### src/rtl/adsr_envelope.sv
// Four-stage ADSR envelope generator for one synth voice.
// Level moves once per prescaler tick; gate edges switch stage immediately.
module adsr_envelope #(
  parameter int LEVEL_W  = 8,
  parameter int TICK_DIV = 256
) (
  input  logic               clk,
  input  logic               rst,
  input  logic               gate,
  input  logic [3:0]         attack,
  input  logic [3:0]         decay,
  input  logic [3:0]         sustain,
  input  logic [3:0]         release_rate,
  output logic [LEVEL_W-1:0] level,
  output logic [2:0]         stage,
  output logic               busy
);

  localparam int CNT_W = (TICK_DIV > 1) ? $clog2(TICK_DIV) : 1;
  localparam logic [CNT_W-1:0] CNT_LAST = CNT_W'(TICK_DIV - 1);
  localparam logic [LEVEL_W:0] FULL_SCALE = {1'b0, {LEVEL_W{1'b1}}};

  typedef enum logic [2:0] {
    S_IDLE    = 3'd0,
    S_ATTACK  = 3'd1,
    S_DECAY   = 3'd2,
    S_SUSTAIN = 3'd3,
    S_RELEASE = 3'd4
  } stage_t;

  stage_t               stage_q, stage_d;
  logic [LEVEL_W-1:0]   level_q, level_d;
  logic                 busy_q;
  logic [CNT_W-1:0]     presc_q;
  logic                 tick;

  logic [LEVEL_W:0]     atk_step, dec_step, rel_step;
  logic [LEVEL_W:0]     atk_sum, dec_diff, rel_diff;
  logic [LEVEL_W-1:0]   target;

  assign tick = (presc_q == CNT_LAST);

  always_ff @(posedge clk) begin
    if (rst) begin
      presc_q <= '0;
    end else if (tick) begin
      presc_q <= '0;
    end else begin
      presc_q <= presc_q + CNT_W'(1);
    end
  end

  // Steps are control+1; all arithmetic is one bit wider so carry/borrow is visible.
  assign atk_step = {{(LEVEL_W-3){1'b0}}, attack}       + {{LEVEL_W{1'b0}}, 1'b1};
  assign dec_step = {{(LEVEL_W-3){1'b0}}, decay}        + {{LEVEL_W{1'b0}}, 1'b1};
  assign rel_step = {{(LEVEL_W-3){1'b0}}, release_rate} + {{LEVEL_W{1'b0}}, 1'b1};

  assign atk_sum  = {1'b0, level_q} + atk_step;
  assign dec_diff = {1'b0, level_q} - dec_step;
  assign rel_diff = {1'b0, level_q} - rel_step;

  assign target = {sustain, sustain};

  always_comb begin
    stage_d = stage_q;
    level_d = level_q;
    unique case (stage_q)
      S_IDLE: begin
        if (gate) begin
          stage_d = S_ATTACK;
        end else if (tick) begin
          level_d = '0;
        end
      end
      S_ATTACK: begin
        if (!gate) begin
          stage_d = S_RELEASE;
        end else if (tick) begin
          if (atk_sum >= FULL_SCALE) begin
            level_d = FULL_SCALE[LEVEL_W-1:0];
            stage_d = S_DECAY;
          end else begin
            level_d = atk_sum[LEVEL_W-1:0];
          end
        end
      end
      S_DECAY: begin
        if (!gate) begin
          stage_d = S_RELEASE;
        end else if (tick) begin
          if (dec_diff[LEVEL_W] || (dec_diff[LEVEL_W-1:0] <= target)) begin
            level_d = target;
            stage_d = S_SUSTAIN;
          end else begin
            level_d = dec_diff[LEVEL_W-1:0];
          end
        end
      end
      S_SUSTAIN: begin
        if (!gate) begin
          stage_d = S_RELEASE;
        end else if (tick) begin
          level_d = target;
        end
      end
      S_RELEASE: begin
        if (gate) begin
          stage_d = S_ATTACK;
        end else if (tick) begin
          if (rel_diff[LEVEL_W] || (rel_diff[LEVEL_W-1:0] == '0)) begin
            level_d = '0;
            stage_d = S_IDLE;
          end else begin
            level_d = rel_diff[LEVEL_W-1:0];
          end
        end
      end
      default: begin
        stage_d = S_IDLE;
        level_d = '0;
      end
    endcase
  end

  always_ff @(posedge clk) begin
    if (rst) begin
      stage_q <= S_IDLE;
      level_q <= '0;
      busy_q  <= 1'b0;
    end else begin
      stage_q <= stage_d;
      level_q <= level_d;
      busy_q  <= (stage_d != S_IDLE);
    end
  end

  assign level = level_q;
  assign stage = stage_q;
  assign busy  = busy_q;

endmodule

### config.mk
export PLATFORM = sky130hd
export DESIGN_NAME = adsr_envelope
export DESIGN_NICKNAME = d
export VERILOG_FILES = /design/src/rtl/adsr_envelope.sv
export SDC_FILE = /design/constraint.sdc
export NUM_CORES = 1
export LEC_CHECK = 0
export ABC_AREA = 1
export CAP_MARGIN = 20
export CORE_MARGIN = 2
export CORE_UTILIZATION = 57
export CTS_BUF_LIST = sky130_fd_sc_hd__clkbuf_4
export DETAILED_ROUTE_END_ITERATION = 8
export GPL_TIMING_DRIVEN = 0
export PLACE_DENSITY = 0.82
export SLEW_MARGIN = 30
export SYNTH_ARGS = -nofsm -noshare
export SYNTH_HDL_FRONTEND = slang
export SYNTH_SLANG_ARGS = --single-unit
### constraint.sdc
create_clock -name clk -period 3.13 [get_ports clk]
set_input_delay 0.313 -clock clk [delete_from_list [all_inputs] [get_ports clk]]
set_output_delay 0.313 -clock clk [all_outputs]
set_load 0.1 [all_outputs]
==> metrics.md, run 1 <==
| Metric | Value |
|---|---|
| Rows | `22` |
| I/O Pins | `31` |
| Xor/xnor share of the synthesized area | `4.57%` |
| Clk network pwr share | `approximately 22%` |
| Drt wl/cell | `13.3 µm` |
| Fillers | `301` |
| DP Area | `between 2000 and 3000 µm²` |
| Core Util, Final | `around 77%` |
| Crit path DAT | `3.20 ns` |
| CP Class | `in2reg` |
| Syn_nets | `408` |
| Syn Inst Count | `365` |
| Setup Skew | `approximately 0.0057 ns` |
| Worst path required time | `3.30 ns` |
| NumNets Final | `452` |
| HPWL after DPL | `4610 µm` |
| Total track usage | `between 20% and 30%` |
| Post-route ant nets | `0` |
| Antenna violations before repair | `0` |
| Share of layout cells above drive strength 1 | `20.3%` |
| Status | `completed` |
| Compound-Gate Fraction of Synth Area | `9.03%` |
| Yosys top cell by area | `dfxtp_1` |
| Yosys reg bits | `20` |
| Max Cap Viol | `0` |
| Final hold viol count | `0` |
| Largest family of logic cells by synthesized area | `simple AND/OR/NAND/NOR gates` |
| # DRC | `0` |
| Switching power | `between 150 and 200 µW` |
| PwrDens | `~190 nW/µm²` |
| Worst Setup Start Kind | `input pin` |
| Setup-failing EPs final | `0` |
| Reg-to-reg setup timing slack | `0.15 ns` |
| Critical Path Fanout Max | `8` |
| Worst vdd ir | `262 µV` |
| Fin crit period | `between 3 and 4 ns` |
| Inserted Diodes | `0` |
| Seq. cell area | `408 µm²` |
| Clk root buf | `clkbuf_4` |
| R2r worst-path depth | `18` |
| Die height | `approximately 67 µm` |
| Combinational power share | `29.6%` |
| Synthesis-to-layout area growth | `27.6%` |
| CP startpoint | `decay[2]` |
| Routed Wire Length | `6050 µm` |
| Global-route wire length before repair | `9450 µm` |
| Clock sinks | `20` |
| Non-filler cells, final | `about 460` |
| Area share of fa/ha/maj cells after synthesis | `~14%` |
| R2R Path Start | `level[0]$_SDFFE_PP0P_` |
| CTS tree | `yes` |
| Mapped Area | `roughly 2300 µm²` |
| GP Congestion | `0.940` |
| Count of pins over their slew limit | `0` |
| Peak Freq | `329 MHz` |
| Hold-critical path depth | `2` |
| Drt first pass iters | `4` |
| Synth Flop Type | `dfxtp_1` |
| H-tree levels | `1` |
| Post-route clock period utilization | `97.0%` |
| Average cell area after synthesis | `6.23 µm²` |
| Vias/cell | `5.38` |
| Synth area leaders | `dfxtp_1 18%, nand2_1 16%, ha_1 12%` |
| Worst-Margin Slew | `0.987 ns` |
| Worst hold start | `rst` |
| Core region area | `3740 µm²` |
| Multiplexer share of the synthesized area | `0%` |
| Maximum clock path buffer count | `2` |
| Final instance area | `~2900 µm²` |
| Setup crit end kind | `flop` |
| Leak | `1.40 nW` |
| Min-Delay Endpoint | `level[4]$_SDFFE_PP0P_` |
| Die area | `~4500 µm²` |
| Part of the Yosys area used for sequential elements | `17.6%` |
| Max_slew headroom | `between 30% and 40%` |
| Largest net degree at the start of global routing | `12` |
| RR Endpoint | `level[2]$_SDFFE_PP0P_` |
| Net Sw Frac | `32.2%` |
| Gr ovfl total | `0` |
| Worst-Skew Late Latency | `0.29 ns` |
| Async set or reset register ratio after synthesis | `0%` |
| Simple-gate share of the synthesized area | `between 40 and 50%` |
| Sequential power share | `48.4%` |
| Starting Density | `60.7%` |
| Port bufs | `29` |
| Clock transition at path regs | `0.10 ns` |
| Initial drt markers | `170` |
| Via count | `between 2000 and 2500` |
| Synth warn | `0` |
| Share of the synthesized area in the top cell type | `17.6%` |
| Synth unique cells | `33` |
| EDFF count, synth | `0` |
| P_int | `~370 µW` |
| CTS buffer count | `3` |
| Vias in the first global route | `about 2300` |
| Cells after DPL | `about 440` |
| Multi-input gate area | `between 1500 and 2000 µm²` |
| Chip width | `67.1 µm` |
| Hold Crit Class | `in2reg` |
-- per-stage QoR --
step	TNS, ns	hold slack [ns]	power (mW)	worst slack (ns)
detailed placement	-3.08	0.439	0.416	-0.404
CTS	0	0.438	0.536	0.00651
global route	-0.367	0.472	0.577	-0.0733
finish	0	0.430	0.546	0.0942
floorplan	0	0.418	0.368	0.0792
global placement	-2.60	0.434	0.412	-0.360
-- Yosys cell counts, types with 2 or more instances --
library cell / instances
nand2_1: 96
inv_1: 61
nand3_1: 41
nor2_1: 30
ha_1: 21
dfxtp_1: 20
a21oi_1: 17
xor2_1: 8
inv_2: 7
nor3_1: 6
o21ai_0: 6
nand3_2: 5
nand4_1: 5
o21ai_1: 5
nor2_4: 4
a21oi_2: 3
fa_1: 3
nor2_2: 3
nor3_2: 3
nor3b_1: 3
buf_6: 2
clkinv_1: 2
nand2_2: 2
o211ai_1: 2
xnor2_1: 2
-- critical path, cell delays in order --
cell             delay, ns
clkdlybuf4s50_1       0.46
inv_1                 0.07
ha_4                  0.24
a21oi_2               0.13
nand2_2               0.08
nand2_2               0.08
nand3_2               0.09
xor2_2                0.25
inv_2                 0.07
ha_4                  0.27
nand4_1               0.12
nor3_2                0.28
nor2_4                0.09
nand2_4               0.11
nand2_1               0.08
nand3_1               0.07
nand2_1               0.08
nor2_2                0.11
nand2_1               0.06
nand2_1               0.06
a21oi_1               0.06
-- flip-flops by register name, summed over array words and instances, names as in the netlist --
name     count
level        8
presc_q      8
stage        3
busy         1
-- power groups by stage --
| stage | Clock (mW) | Combinational [mW] | Sequential [mW] |
|---|---|---|---|
| 6_report | 0.120 | 0.162 | 0.265 |
| 5_1_grt | 0.133 | 0.179 | 0.265 |
| 4_1_cts | 0.125 | 0.146 | 0.265 |
| 3_5_place_dp | 0 | 0.145 | 0.271 |
| 3_3_place_gp | 0 | 0.141 | 0.271 |
| 2_1_floorplan | 0 | 0.0763 | 0.292 |
-- what timing repair did --
item,4_1_cts,5_1_grt
buffers inserted,0,10
hold buffers,0,0
resized for setup,4,31
endpoints found under the hold margin,0,0
pin swaps,0,21
setup endpoints to repair,5,10
-- logic make-up (layout without fill, tap and decap cells) --
family	count (synthesis)	after routing
xor gates and xnor gates	11	11
and+or+nand+nor	201	201
buffers and inverters	74	117
DFF	20	20
AOI/OAI and AO/OA	35	35
adders and majority gates	24	24
-- layout by cell type, fill, tap and decap left out, drive strengths merged --
cell type	count
nand2	99
inv	68
nand3	46
nor2	37
clkdlybuf4s50	28
ha	21
dfxtp	20
a21oi	20
buf	13
o21ai	12
xor2	9
nor3	9
nand4	5
clkbuf	4
clkinv	3
nor3b	3
fa	3
xnor2	2
o211ai	2
o21bai	1
or2	1
nand3b	1
dlymetal6s2s	1
-- how the worst max path moves through the flow --
| stage | end |
|---|---|
| 6_report | level[2]$_SDFFE_PP0P_ |
| 3_3_place_gp | level[4]$_SDFFE_PP0P_ |
| 4_1_cts | level[4]$_SDFFE_PP0P_ |
| 2_1_floorplan | level[4]$_SDFFE_PP0P_ |
| 5_1_grt | level[3]$_SDFFE_PP0P_ |
| 3_5_place_dp | level[4]$_SDFFE_PP0P_ |
-- layout make-up --
| class | instances | share of cell area [%] |
|---|---|---|
| Buffer | 4 | 1.17 |
| Clock buffer | 3 | 0.777 |
| Multi-Input combinational cell | 271 | 60.0 |
| Inverter | 70 | 9.06 |
| Timing Repair Buffer | 39 | 12.7 |
| Clock inverter | 1 | 0.129 |
| Tap cell | 48 | 2.07 |
| Sequential cell | 20 | 14.1 |
-- layer usage --
metal | track usage [%] | up-vias | share of wire, %
li1 | - | 1244 | -
met5 | 0 | - | 0
met3 | 1.50 | 15 | 5.2
met4 | 5.10 | 0 | 2.6
met2 | 49.8 | 77 | 48
met1 | 33.8 | 1119 | 44
(Power assumes the default switching activity.)
==> run 2, diff against run 1 <==
--- a/config.mk
+++ b/config.mk
@@ -7,7 +7,6 @@
 export LEC_CHECK = 0
 export ABC_AREA = 1
 export CAP_MARGIN = 20
-export CORE_MARGIN = 2
 export CORE_UTILIZATION = 57
 export CTS_BUF_LIST = sky130_fd_sc_hd__clkbuf_4
 export DETAILED_ROUTE_END_ITERATION = 8
==> metrics.md, run 2 (synthesized netlist as in run 1, its figures left out) <==
| Metric | Value |
|---|---|
| Worst Setup Start Kind | `input pin` |
| CTS tree | `yes` |
| Share of layout cells above drive strength 1 | `between 20% and 30%` |
| Port bufs | `29` |
| Max_slew headroom | `35.6%` |
| Vias/cell | `5.39` |
| Drt wl/cell | `roughly 13 µm` |
| I/O Pins | `31` |
| Critical Path Fanout Max | `8` |
| Critical path cell sequence | `clkdlybuf4s50_1 -> inv_1 -> ha_2 -> nand3_2 -> nand2_2 -> nand2_2 -> nand3_2 -> xor2_2 -> inv_1 -> ha_4 -> nand4_1 -> nor3_2 -> nor2_4 -> nand2_4 -> buf_6 -> inv_2 -> nand2_1 -> nand3_1 -> nand4_1 -> nand2_1 -> a21oi_2` |
| Max Cap Viol | `0` |
| Core Util, Final | `77.8%` |
| Setup-failing EPs final | `1` |
| Crit path DAT | `3.39 ns` |
| Post-route ant nets | `0` |
| Non-filler cells, final | `453` |
| Cells after DPL | `442` |
| Peak Freq | `316 MHz` |
| Worst path max stage delay | `0.45 ns` |
| Routed Wire Length | `5990 µm` |
| Die height | `65.1 µm` |
| Global-route wire length before repair | `9260 µm` |
| Final hold viol count | `0` |
| Worst hold slack | `approximately 0.45 ns` |
| Largest net degree at the start of global routing | `12` |
| GP Congestion | `0.897` |
| Hold Crit Class | `in2reg` |
| Antenna violations before repair | `0` |
| TNS Setup | `-0.0303 ns` |
| Sequential power share | `48.3%` |
| Net Sw Frac | `32.7%` |
| Gr ovfl total | `0` |
| Worst vdd ir | `between 200 and 250 µV` |
| CTS buffer count | `3` |
| Maximum clock path buffer count | `2` |
| Reg-to-reg setup timing slack | `~0.030 ns` |
| Synthesis-to-layout area growth | `28.1%` |
| # DRC | `0` |
| Clock sinks | `20` |
| Chip width | `between 60 and 70 µm` |
| Commonest non-fill, non-tap cell in the layout | `nand2_1` |
| Setup Skew | `approximately 0.0024 ns` |
| Worst path required time | `3.36 ns` |
| H-tree levels | `1` |
| Failing checks | `setup timing` |
| Worst-Skew Late Latency | `0.29 ns` |
| P_int | `368 µW` |
| Fillers | `304` |
| NumNets Final | `449` |
| HPWL after DPL | `between 4000 and 5000 µm` |
| CP max-delay cell | `clkdlybuf4s50_1` |
| Clock transition at path regs | `0.11 ns` |
| CP Class | `in2reg` |
| CP delay by family, top | `simple AND/OR/NAND/NOR gates` |
| PwrDens | `188 nW/µm²` |
| Drt first pass iters | `4` |
| Place WS | `-0.370 ns` |
| Leak | `1.40 nW` |
| Core region area | `between 3000 and 4000 µm²` |
| Initial drt markers | `225` |
| Starting Density | `60.7%` |
| Setup WS post-layout | `-0.0303 ns` |
| Clk root buf | `clkbuf_4` |
| Status | `finished, violations left` |
| Combinational power share | `29.3%` |
| Switching power | `between 150 and 200 µW` |
| Setup crit end kind | `flop` |
| Via count | `2440` |
| Count of pins over their slew limit | `0` |
| Total track usage | `between 20% and 30%` |
| Most frequent cells in the layout | `89 x nand2_1, 58 x inv_1, 36 x nand3_1, 28 x nor2_1, 28 x clkdlybuf4s50_1` |
| Clk network pwr share | `22.4%` |
| Inserted Diodes | `0` |
| Post-route clock period utilization | `101%` |
| Vias in the first global route | `roughly 2200` |
| Rows | `22` |
| Worst-Margin Slew | `0.963 ns` |
| Worst Path Buf+Inv | `5` |
| Die area | `around 4200 µm²` |
| Fin crit period | `around 3.2 ns` |
[run 2: layout make-up]
cell class | instances | area [µm²] | area share [%]
tap | 48 | 60.1 | 2.06
sequential | 20 | 410 | 14.1
inverter | 70 | 263 | 9.02
buffer | 4 | 33.8 | 1.16
clock inverter | 1 | 3.75 | 0.129
clock buffer | 3 | 22.5 | 0.774
multi-input combinational | 271 | 1770 | 60.8
timing repair buffer | 36 | 349 | 12.0
[run 2: per-layer routing]
| metal | GRT usage, % | part of all wire [%] | wire length [µm] | vias up |
|---|---|---|---|---|
| met5 | 0 | 0 | 0 | - |
| met4 | 6.25 | 1.3 | 80 | 0 |
| met3 | 1.39 | 6.7 | 403 | 10 |
| met2 | 49.7 | 48 | 2890 | 82 |
| met1 | 36.0 | 44 | 2610 | 1114 |
| li1 | - | - | - | 1234 |
[run 2: final timing paths]
| kind | from | to | cells after the start |
|---|---|---|---|
| max | decay[1] | level[5]$_SDFFE_PP0P_ | 21 |
| max reg2reg | level[0]$_SDFFE_PP0P_ | level[5]$_SDFFE_PP0P_ | 18 |
| min reg2reg | presc_q[0]$_SDFF_PP0_ | presc_q[0]$_SDFF_PP0_ | 1 |
| min | rst | level[4]$_SDFFE_PP0P_ | 2 |
[run 2: power by group through the flow]
stage               Sequential, mW  Clock, mW  Combinational [mW]
floorplan                    0.292          0              0.0763
global placement             0.271          0               0.141
detailed placement           0.271          0               0.144
CTS                          0.266      0.125               0.146
global route                 0.265      0.139               0.175
finish                       0.264      0.122               0.160
[run 2: through the flow]
stage          power [mW]  area, µm²
3_3_place_gp        0.412       2630
5_1_grt             0.579       2910
3_5_place_dp        0.416       2630
6_report            0.547       2910
4_1_cts             0.537       2690
2_1_floorplan       0.368       2280
[run 2: timing repair]
item                                    in CTS  in global routing
endpoints found under the setup margin       3                 10
buffers inserted                             0                  7
hold buffers                                 0                  0
pin swaps                                    3                 16
resized for setup                            4                 38
[run 2: worst reg2reg max path, stage by stage, from the launching register on]
cell	delay, ns
dfxtp_4	0.37
ha_2	0.19
fa_2	0.40
nand3_2	0.09
nand2_2	0.09
xor2_2	0.22
inv_2	0.07
ha_4	0.25
nand4_1	0.16
nor3_2	0.34
nor2_4	0.10
nand2_4	0.13
buf_6	0.11
inv_2	0.03
nand2_1	0.05
nand3_1	0.07
nand4_1	0.12
nand2_1	0.09
a21oi_2	0.15
